**src/rtl/spm_drv_pkg.sv**
```systemverilog
// Shared types and helpers for the spm serial driver.
package spm_drv_pkg;

  typedef enum logic [1:0] {
    IDLE,
    CLEAR,
    SHIFT,
    DONE
  } state_t;

  localparam int unsigned MAX_PIPE_LAT = 3;

  // Counter must reach 2*width+lat-1; one spare code keeps the compare simple.
  function automatic int unsigned cnt_w(input int unsigned width, input int unsigned lat);
    return $clog2(2 * width + lat + 1);
  endfunction

endpackage

```
**src/rtl/spm_sipo.sv**
```systemverilog
// Serial-in/parallel-out capture register for the spm product stream.
// Bits enter at the MSB, so the first captured bit ends at bit 0.
// Ports: clk, rst (sync, active-high), en (shift window), bit_in (serial bit),
//        cnt (shift-cycle index), q (captured word).
module spm_sipo
  import spm_drv_pkg::*;
#(
  parameter int unsigned WIDTH2 = 64,
  parameter int unsigned SKIP   = 1,
  localparam int unsigned CW    = cnt_w(WIDTH2 / 2, SKIP)
) (
  input  logic              clk,
  input  logic              rst,
  input  logic              en,
  input  logic              bit_in,
  input  logic [CW-1:0]     cnt,
  output logic [WIDTH2-1:0] q
);

  // The first SKIP shift cycles cover the spm pipeline latency and carry no product bit.
  always_ff @(posedge clk) begin
    if (rst) begin
      q <= '0;
    end else if (en && (cnt >= CW'(SKIP))) begin
      q <= {bit_in, q[WIDTH2-1:1]};
    end
  end

endmodule

```
**src/rtl/spm_serial_driver.sv**
```systemverilog
// Host-side driver for one serial-parallel multiplier (spm).
// Accepts (x, y), holds x parallel on the spm, shifts y in LSB-first with
// zero padding, and reassembles the serial product into a 2*WIDTH word.
// Ports: clk, rst (sync, active-high); in_valid/in_ready/in_x/in_y operand
//        handshake; spm_rst/spm_x/spm_y/spm_p spm link; out_valid/out_ready/
//        out_prod product handshake; busy (not IDLE).
module spm_serial_driver
  import spm_drv_pkg::*;
#(
  parameter int unsigned WIDTH    = 32,
  parameter int unsigned PIPE_LAT = 1
) (
  input  logic               clk,
  input  logic               rst,
  input  logic               in_valid,
  output logic               in_ready,
  input  logic [WIDTH-1:0]   in_x,
  input  logic [WIDTH-1:0]   in_y,
  output logic               spm_rst,
  output logic [WIDTH-1:0]   spm_x,
  output logic               spm_y,
  input  logic               spm_p,
  output logic               out_valid,
  input  logic               out_ready,
  output logic [2*WIDTH-1:0] out_prod,
  output logic               busy
);

  localparam int unsigned W2   = 2 * WIDTH;
  localparam int unsigned CW   = cnt_w(WIDTH, PIPE_LAT);
  localparam int unsigned LAST = W2 + PIPE_LAT - 1;

  state_t          state;
  state_t          state_nxt;
  logic [CW-1:0]   cnt;
  logic [WIDTH-1:0] x_q;
  logic [WIDTH-1:0] y_sh;
  logic [W2-1:0]   prod_sh;
  logic [W2-1:0]   prod_q;
  logic            last;

  assign last     = (cnt == CW'(LAST));
  assign spm_x    = x_q;
  assign out_prod = prod_q;
  assign spm_y    = ((state == SHIFT) && (cnt < CW'(WIDTH))) ? y_sh[0] : 1'b0;

  always_ff @(posedge clk) begin
    if (rst) begin
      state <= IDLE;
    end else begin
      state <= state_nxt;
    end
  end

  always_comb begin
    state_nxt = state;
    in_ready  = 1'b0;
    spm_rst   = rst;
    out_valid = 1'b0;
    busy      = 1'b1;
    case (state)
      IDLE: begin
        in_ready = 1'b1;
        busy     = 1'b0;
        if (in_valid) begin
          state_nxt = CLEAR;
        end
      end
      CLEAR: begin
        spm_rst   = 1'b1;
        state_nxt = SHIFT;
      end
      SHIFT: begin
        if (last) begin
          state_nxt = DONE;
        end
      end
      DONE: begin
        out_valid = 1'b1;
        if (out_ready) begin
          state_nxt = IDLE;
        end
      end
      default: state_nxt = IDLE;
    endcase
  end

  always_ff @(posedge clk) begin
    if (rst) begin
      cnt    <= '0;
      x_q    <= '0;
      y_sh   <= '0;
      prod_q <= '0;
    end else begin
      case (state)
        IDLE: begin
          if (in_valid) begin
            x_q  <= in_x;
            y_sh <= in_y;
            cnt  <= '0;
          end
        end
        CLEAR: cnt <= '0;
        SHIFT: begin
          cnt  <= cnt + CW'(1);
          y_sh <= y_sh >> 1;
          // The capture register shifts on this same edge, so take its next value here.
          if (last) begin
            prod_q <= W2'({spm_p, prod_sh} >> 1);
          end
        end
        default: ;
      endcase
    end
  end

  spm_sipo #(
    .WIDTH2(W2),
    .SKIP  (PIPE_LAT)
  ) u_sipo (
    .clk   (clk),
    .rst   (rst),
    .en    (state == SHIFT),
    .bit_in(spm_p),
    .cnt   (cnt),
    .q     (prod_sh)
  );

endmodule

```
**config.mk**
```make
export PLATFORM = sky130hd
export DESIGN_NAME = spm_serial_driver
export DESIGN_NICKNAME = d
export VERILOG_FILES = /design/src/rtl/spm_drv_pkg.sv /design/src/rtl/spm_sipo.sv /design/src/rtl/spm_serial_driver.sv
export SDC_FILE = /design/constraint.sdc
export NUM_CORES = 1
export LEC_CHECK = 0
export ABC_CLOCK_PERIOD_IN_PS = 5850
export CAP_MARGIN = 20
export CORE_AREA = 2 2 146 105
export CTS_CLUSTER_DIAMETER = 40
export CTS_CLUSTER_SIZE = 12
export DETAILED_ROUTE_END_ITERATION = 16
export DIE_AREA = 0 0 148 107
export PLACE_DENSITY = 0.88
export SETUP_SLACK_MARGIN = 0.3
export SLEW_MARGIN = 25
export SYNTH_ARGS = -nofsm -noshare
export SYNTH_HDL_FRONTEND = slang
export SYNTH_SLANG_ARGS = --single-unit
```
**constraint.sdc**
```tcl
create_clock -name clk -period 5.85 [get_ports clk]
set_input_delay 0.8775 -clock clk [delete_from_list [all_inputs] [get_ports clk]]
set_output_delay 0.8775 -clock clk [all_outputs]
set_load 0.005 [all_outputs]
```
# Yosys cells after proc, flatten, opt, wreduce, memory -nomap -nowiden
# Index checks and enable logic that the tools add are counted.
[word_totals]
inputBits = 69
out_inout_bits = 101
register_bits = 201
wordCells = 39
[op_classes]
n_mux = 13
add_sub_neg = 1
n_lt_le_gt_ge = 2
eq_ne = 7
reduce_logical = 10
[ops]
columns = ["op", "n"]
rows = [
  ["$pmux 32 s2", 1],
  ["$mux 32", 1],
  ["$pmux 7 s3", 1],
  ["$pmux 2 s4", 1],
  ["$reduce_and 2->1", 4],
  ["$add 7x1->7 const B", 1],
  ["$eq 7x7->1 const B", 1],
  ["$ge 7x1->1 const B", 1],
  ["$lt 7x6->1 const B", 1],
  ["$mux 7", 1],
  ["$mux 2", 3],
  ["$ne 2x2->1 const B", 3],
  ["$mux 1", 5],
  ["$eq 2x2->1 const B", 2],
  ["$reduce_and 3->1", 1],
  ["$reduce_bool 3->1", 1],
  ["$eq 2x1->1 const B", 1],
  ["$logic_and 1x1->1", 2],
  ["$logic_not 2->1", 1],
  ["$reduce_bool 2->1", 1],
]

# Depth between registers and ports, before layout
# Gate-level depths: netlist of the first run.
[logic_depth]
ltp_word = 3
mapped_depth = 8
ltp_nobuf = 6

# Hierarchy
# A second synthesis of the first run with hierarchy kept.
[unflattened]
hier_cells = 836
area_unflattened_um2 = 8175.3
[modules_own_cells]
columns = ["mod", "cells_each", "seq_area_each_um2", "instances", "area_each_um2"]
rows = [
  ["spm_serial_driver", 626, 2742.6, 1, 5650.4],
  ["spm_sipo", 210, 1281.2, 1, 2524.9],
]

# Worst setup path before layout of the first run
# OpenSTA, ideal clock, no wires.
[synth_timing]
path_type = "reg2out"
start = "register state[0]"
end = "output spm_y"
n_path_buf = 2
t_required_ps = 4973
stages_incl_launch_ff = 7
arrival_ps = 1504
setup_slack_ps = 3469
cell_sequence = "dfxtp_1 > inv_1 > ha_1 > buf_2 > buf_1 > nand2_1 > nor3_1"
[synth_via]
elab_chain_len = 3
[synth_lines]
columns = ["item", "line_no", "source"]
rows = [
  ["from (decl)", "spm_serial_driver.sv:33", "state_t state;"],
  ["from (signal assigned)", "spm_serial_driver.sv:51", "state <= state_nxt;"],
  ["$eq 2x2->1", "spm_serial_driver.sv:45", "assign spm_y = ((state == SHIFT) && (cnt < CW'(WIDTH))) ? y_sh[0] : 1'b0;"],
  ["$logic_and 1x1->1", "spm_serial_driver.sv:45", ""],
  ["$mux 1", "spm_serial_driver.sv:45", ""],
  ["to (decl)", "spm_serial_driver.sv:21", "output logic spm_y,"],
]
# No other way between the ends.

# Worst setup path after layout of the first run
# Same ends and word-level chain as after synthesis.

==> results of run 1 <==
## worst min-delay path: stages (launching register included)
cell	delay (ns)
dfxtp_1	0.31
nand2_1	0.05
a21oi_1	0.05
## power breakdown
group / switching, mW / leakage [nW] / internal (mW)
combinational: 0.482 / 1.35 / 0.377
sequential: 0.0992 / 1.62 / 1.53
clock: 0.548 / 0.296 / 0.651
total: 1.13 / 3.27 / 2.56
## cell usage in the layout (no fill, tap or decap), drive strengths merged
master | synthesis | final
or2 | 1 | 1
buf | 25 | 8
o21ai | 2 | 2
a21oi | 162 | 162
nand2 | 325 | 325
or3 | 1 | 1
or4 | 1 | 1
nor2b | 2 | 2
a21o | 1 | 1
nor4b | 2 | 2
nand3 | 3 | 3
mux2i | 31 | 31
and3b | 1 | 1
clkinv | 0 | 4
a21bo | 1 | 1
clkbuf | 42 | 18
ha | 8 | 8
bufinv | 0 | 2
a211oi | 31 | 31
a221oi | 1 | 1
o31a | 1 | 1
xnor2 | 6 | 6
inv | 6 | 13
dfxtp | 200 | 200
nor4 | 2 | 2
nor3b | 1 | 1
nor2 | 40 | 40
clkinvlp | 0 | 1
nand3b | 1 | 1
and2 | 1 | 1
clkdlybuf4s50 | 0 | 168
o31ai | 2 | 2
nand2b | 1 | 1
and3 | 1 | 1
nor3 | 2 | 2
## worst max-delay path by stage
stage / from / to / slack (ns) / cells past startpoint
2_1_floorplan: state[0] / spm_y / 3.47 / 6
5_1_grt: state[0] / spm_y / 2.24 / 6
3_3_place_gp: rst / spm_rst / 2.70 / 3
6_report: state[0] / spm_y / 2.36 / 6
4_1_cts: state[0] / spm_y / 2.33 / 6
3_5_place_dp: rst / spm_rst / 2.70 / 3
## per-stage QoR
stage | area, µm² | total power [mW] | setup WS [ns]
floorplan | 7660 | 2.20 | 3.47
global placement | 9340 | 2.44 | 2.70
detailed placement | 9370 | 2.50 | 2.70
CTS | 9980 | 3.71 | 2.33
global route | 9980 | 3.87 | 2.24
finish | 9980 | 3.68 | 2.36
## registers in the layout, indices dropped and copies added, names as in the netlist
signal    flops
y_sh         32
cnt           7
state         2
out_prod     64
u_sipo.q     63
spm_x        32
## routing by layer
| layer | part of all wire (%) | track usage (%) | up-vias |
|---|---|---|---|
| met4 | 1.8 | 7.76 | 0 |
| met5 | 0 | 0 | - |
| met3 | 4.0 | 4.00 | 22 |
| li1 | - | - | 3244 |
| met2 | 47 | 35.7 | 156 |
| met1 | 47 | 29.7 | 2978 |
## cell families after synthesis
group | count (synthesis) | synth area share [%]
AND/OR/NAND/NOR | 385 | 19.7
AO/OA/AOI/OAI | 201 | 17.5
flip-flops | 200 | 52.3
buffers and inverters | 73 | 4.41
multiplexers | 31 | 4.05
adder cells (fa/ha/maj) | 8 | 1.31
XOR/XNOR | 6 | 0.686
## cell type report
cell class	instances	area share, %
repair buffers	176	17.7
clock inverters	14	1.80
well taps	195	2.44
clock buffers	18	4.30
flip-flops and latches	200	40.1
multi-input cells	631	33.4
inverters	6	0.226
==> out/qor.yml, run 1 <==
status: "completed"
yosysUniqueCellTypes: 35
crit_type: "register to primary output"
worst_setup_path_start_kind: "register"
io_buffer_count: 169
path_buf_inv: 3
hold_end: "spm_x[17]"
slowest_stage: "clkdlybuf4s50_1"
avgRoutedWirePerCell_um: 14.1
whs_ns: 0.452
cap_violations: 0
rsz0062_at_grt: "no"
postSynthAreaPerCell_um2: 8.47
viasPerCell: 5.16
fill_cells: 1158
critPathArrivalTime_ns: 2.62
numCtsBuffers: 17
crit_required_ns: 4.97
initial_core_util_pct: 53.0
slew-limit-headroom_pct: 37.4
hp-class: "register to register"
tns_ns: 0
ir_drop_mv: 0.291
ys_top_cells_by_count: "nand2_1 (325), dfxtp_1 (200), a21oi_1 (102)"
grt_pass1_wl_um: 28600
crit_chain: "inv_1, ha_2, buf_4, nand2_1, nor3_1, clkdlybuf4s50_1"
io_pins: 170
clock_skew_ns: 0.0114
slew_viol_final: 0
drc_errors: 0
first_iter_violations: 366
fmax_ghz: 0.286
num_rows: 37
finalNetCount: 1109
grt_use_total_pct: 22.0
crit_family: "buffers and inverters"
syn_inst: 904
finalHoldViolCount: 0
yosys.area.top_type_share_pct: 52.3
period_minus_slack_ns: 3.49
critPathMaxStageDelay_ns: 0.54
worst-path-max-fanout: 29
grt_pass1_vias: 5997
rr_worst_depth: 8
die_area_um2: 15800
synth_top_area_cell: "dfxtp_1"
dr.pass1.iters: 4
fin_cells: 1240
cts_tree: "built"
htree_levels: 4
setup_violations: 0
crit_path_end_kind: "primary output"
clock_latency_ns: 0.42
die_y_um: 107
antenna_found_initial: 0
synth_ff_type: "dfxtp_1"
hp-start: "spm_x[17]"
hold_depth: 2
fin_util_pct: 69.1
placedCellCount: 1208
die_x_um: 148
ys_warn_count: 0
async_reset_ff_share_pct: 0
design.core.area_um2: 14400
routed_wl_um: 17500
grt_overflow: 0
synth-seq-area-share_pct: 52.3
cts.sinks: 200
fin_crit_sh_pct: 59.7
multiInputGateArea_um2: 3340
drive_gt1_share_pct: 10.6
ys_ff_latch: 200
p_leak_nw: 3.27
cts_resized: 0
synth_edf_count: 0
reg2reg_to: "y_sh[2]"
syn_nets: 981
layout-area-overhead-vs-synth_pct: 30.4
grt_max_degree: 113
tightest_slew_ns: 0.937
yosysMostFrequentCell: "nand2_1"
gp_congestion: 0.805
clockBufferDepth: 2
seq_area_um2: 4000
post_cts_buffers: 0
dp_hpwl_um: 11300
diodes: 0
synthTopCellsByArea: "dfxtp_1 (52%), nand2_1 (16%), a21oi_2 (6.9%)"
r2r_start: "state[0]"
path_clk_slew_ns: 0.07
drtAntennaViolNets: 0
cellPowerDensity_nw_per_um2: 369
hold_buffers: 0
rrSetupSlack_ns: 3.16
syn-cell-area_um2: 7660
num_vias: 6400
cts-root-buf: "clkbuf_16"
(Power assumes the default switching activity.)
==> run 2, diff against run 1 <==
--- a/config.mk
+++ b/config.mk
@@ -5,14 +5,14 @@
 export SDC_FILE = /design/constraint.sdc
 export NUM_CORES = 1
 export LEC_CHECK = 0
-export ABC_CLOCK_PERIOD_IN_PS = 5850
+export ABC_CLOCK_PERIOD_IN_PS = 3500
 export CAP_MARGIN = 20
-export CORE_AREA = 2 2 146 105
+export CORE_AREA = 2 2 151 109
 export CTS_CLUSTER_DIAMETER = 40
 export CTS_CLUSTER_SIZE = 12
 export DETAILED_ROUTE_END_ITERATION = 16
-export DIE_AREA = 0 0 148 107
-export PLACE_DENSITY = 0.88
+export DIE_AREA = 0 0 153 111
+export PLACE_DENSITY = 0.82
 export SETUP_SLACK_MARGIN = 0.3
 export SLEW_MARGIN = 25
 export SYNTH_ARGS = -nofsm -noshare
==> constraint.sdc (replaced) <==
create_clock -name clk -period 3.5 [get_ports clk]
set_input_delay 0.525 -clock clk [delete_from_list [all_inputs] [get_ports clk]]
set_output_delay 0.525 -clock clk [all_outputs]
set_load 0.005 [all_outputs]
==> run 2 against run 1 <==
Against the previous run: hold slack about the same; wire length fell by 1.1%; critical path depth shrank 1; critical path type unchanged; cell count rose by 1.3%; highest routed layer unchanged; largest power group unchanged; cell area up 0.33%; count of clock-buffer cells in the layout increased by 2.
==> out/qor.yml, run 2 (same netlist as run 1, synthesis figures left out) <==
clock_skew_ns: 0.0111
final_common_cell: "nand2_1"
io_pins: 170
grt_pass1_wl_um: 29400
clock_latency_ns: 0.43
die_y_um: 111
slew_viol_final: 0
fmax_ghz: 0.388
crit_chain: "inv_1, ha_2, nand2_1, nor3_1, clkdlybuf4s50_1"
path_buf_inv: 2
crit_path_end_kind: "primary output"
final_cell_mix: "nand2_1 (324), dfxtp_1 (200), clkdlybuf4s50_1 (168)"
crit_family: "buffers and inverters"
avgRoutedWirePerCell_um: 13.8
slowest_stage: "clkdlybuf4s50_1"
die_x_um: 153
cts_tree: "built"
slew-limit-headroom_pct: 35.1
period_minus_slack_ns: 2.58
initial_core_util_pct: 48.6
startpoint: "state[0]"
drive_gt1_share_pct: 10.9
crit_required_ns: 2.97
die_area_um2: 17000
hold_buffers: 0
dp_hpwl_um: 11400
multiInputGateArea_um2: 3330
first_iter_violations: 380
fin_crit_sh_pct: 73.6
gp_congestion: 0.769
tns_ns: 0
numCtsBuffers: 17
post_cts_buffers: 0
rsz0062_at_grt: "no"
switching_share_pct: 30.0
viasPerCell: 5.06
grt_use_total_pct: 20.7
ir_drop_mv: 0.468
switchingPower_mw: 1.83
htree_levels: 4
p_total_mw: 6.09
num_vias: 6358
critPathMaxStageDelay_ns: 0.56
antenna_found_initial: 1
crit_type: "register to primary output"
io_buffer_count: 169
grt_overflow: 0
hp-start: "spm_x[6]"
drc_errors: 0
finalHoldViolCount: 0
layout-area-overhead-vs-synth_pct: 30.8
seq_area_um2: 4000
cellPowerDensity_nw_per_um2: 608
finalNetCount: 1114
path_clk_slew_ns: 0.07
setup_violations: 0
dr.pass1.iters: 5
p_leak_nw: 3.28
num_rows: 39
pwr-share-clk_pct: 32.0
critPathArrivalTime_ns: 2.05
hp-class: "register to register"
worst-path-max-fanout: 8
fill_cells: 1323
r2r_start: "state[0]"
tightest_slew_ns: 0.973
status: "completed"
p_comb_share_pct: 23.4
whs_ns: 0.452
cts-root-buf: "clkbuf_16"
cts_resized: 0
cts.sinks: 200
routed_wl_um: 17300
design.core.area_um2: 15800
grt_pass1_vias: 6186
worst_setup_path_start_kind: "register"
largest_reg_flops: 64
p_int_mw: 4.26
drtAntennaViolNets: 0
seq_power_share_pct: 44.5
clockBufferDepth: 2
grt_max_degree: 195
cap_violations: 0
run 2: cell types whose count changed in the layout (fill, tap and decap cells not counted):
cell and delta:
buf_4 +5, inv_8 -1, and2_2 -1, diode_2 +1
clkbuf_8 +1, buf_16 -1, buf_6 -1, clkinvlp_4 +2
and2_1 +1, buf_12 +2, clkinv_8 -2, clkbuf_1 +1
inv_6 -3, clkinv_4 +2
run 2: path summary, 6_finish.rpt:
path,endpoint,slack [ns],depth (start not counted)
hold / removal,spm_x[6],0.45,2
setup reg to reg,y_sh[4],1.02,8
setup / recovery,spm_y,0.92,5
hold reg to reg,spm_x[6],0.45,2
run 2: area by class of cell:
cell class,instances,share of cell area (%)
Multi-Input combinational cell,631,33.3
Timing Repair Buffer,181,18.0
Inverter,6,0.225
Antenna cell,1,0.0250
Clock inverter,12,1.42
Sequential cell,200,40.0
Clock buffer,20,4.46
Tap cell,205,2.56
run 2: per-layer routing:
| metal | GRT usage (%) | part of all wire (%) |
|---|---|---|
| met1 | 28.8 | 49 |
| met2 | 32.8 | 46 |
| met3 | 3.36 | 3.5 |
| met4 | 6.85 | 1.6 |
| met5 | 0 | 0 |
run 2: power groups by stage:
stage / combinational [mW] / sequential [mW] / clock [mW]
floorplan: 0.953 / 2.73 / 0
global placement: 1.37 / 2.75 / 0
detailed placement: 1.43 / 2.76 / 0
CTS: 1.45 / 2.71 / 1.99
global route: 1.58 / 2.75 / 2.09
finish: 1.43 / 2.71 / 1.95
run 2: worst min-delay path, cell delays in order, from the launching register on:
cell and delay [ns]:
dfxtp_1 0.31, nand2_1 0.05, a21oi_1 0.05
run 2: per-stage QoR:
| step | utilization, % | setup WS [ns] | cells | cell area, µm² |
|---|---|---|---|---|
| 2_1_floorplan | - | 1.47 | 904 | 7660 |
| 5_1_grt | 63.6 | 0.832 | 1256 | 10000 |
| 3_3_place_gp | 59.8 | 1.20 | 1223 | 9420 |
| 3_5_place_dp | 59.8 | 1.03 | 1223 | 9430 |
| 4_1_cts | 63.5 | 0.901 | 1255 | 10000 |
| 6_report | 63.6 | 0.922 | 1256 | 10000 |
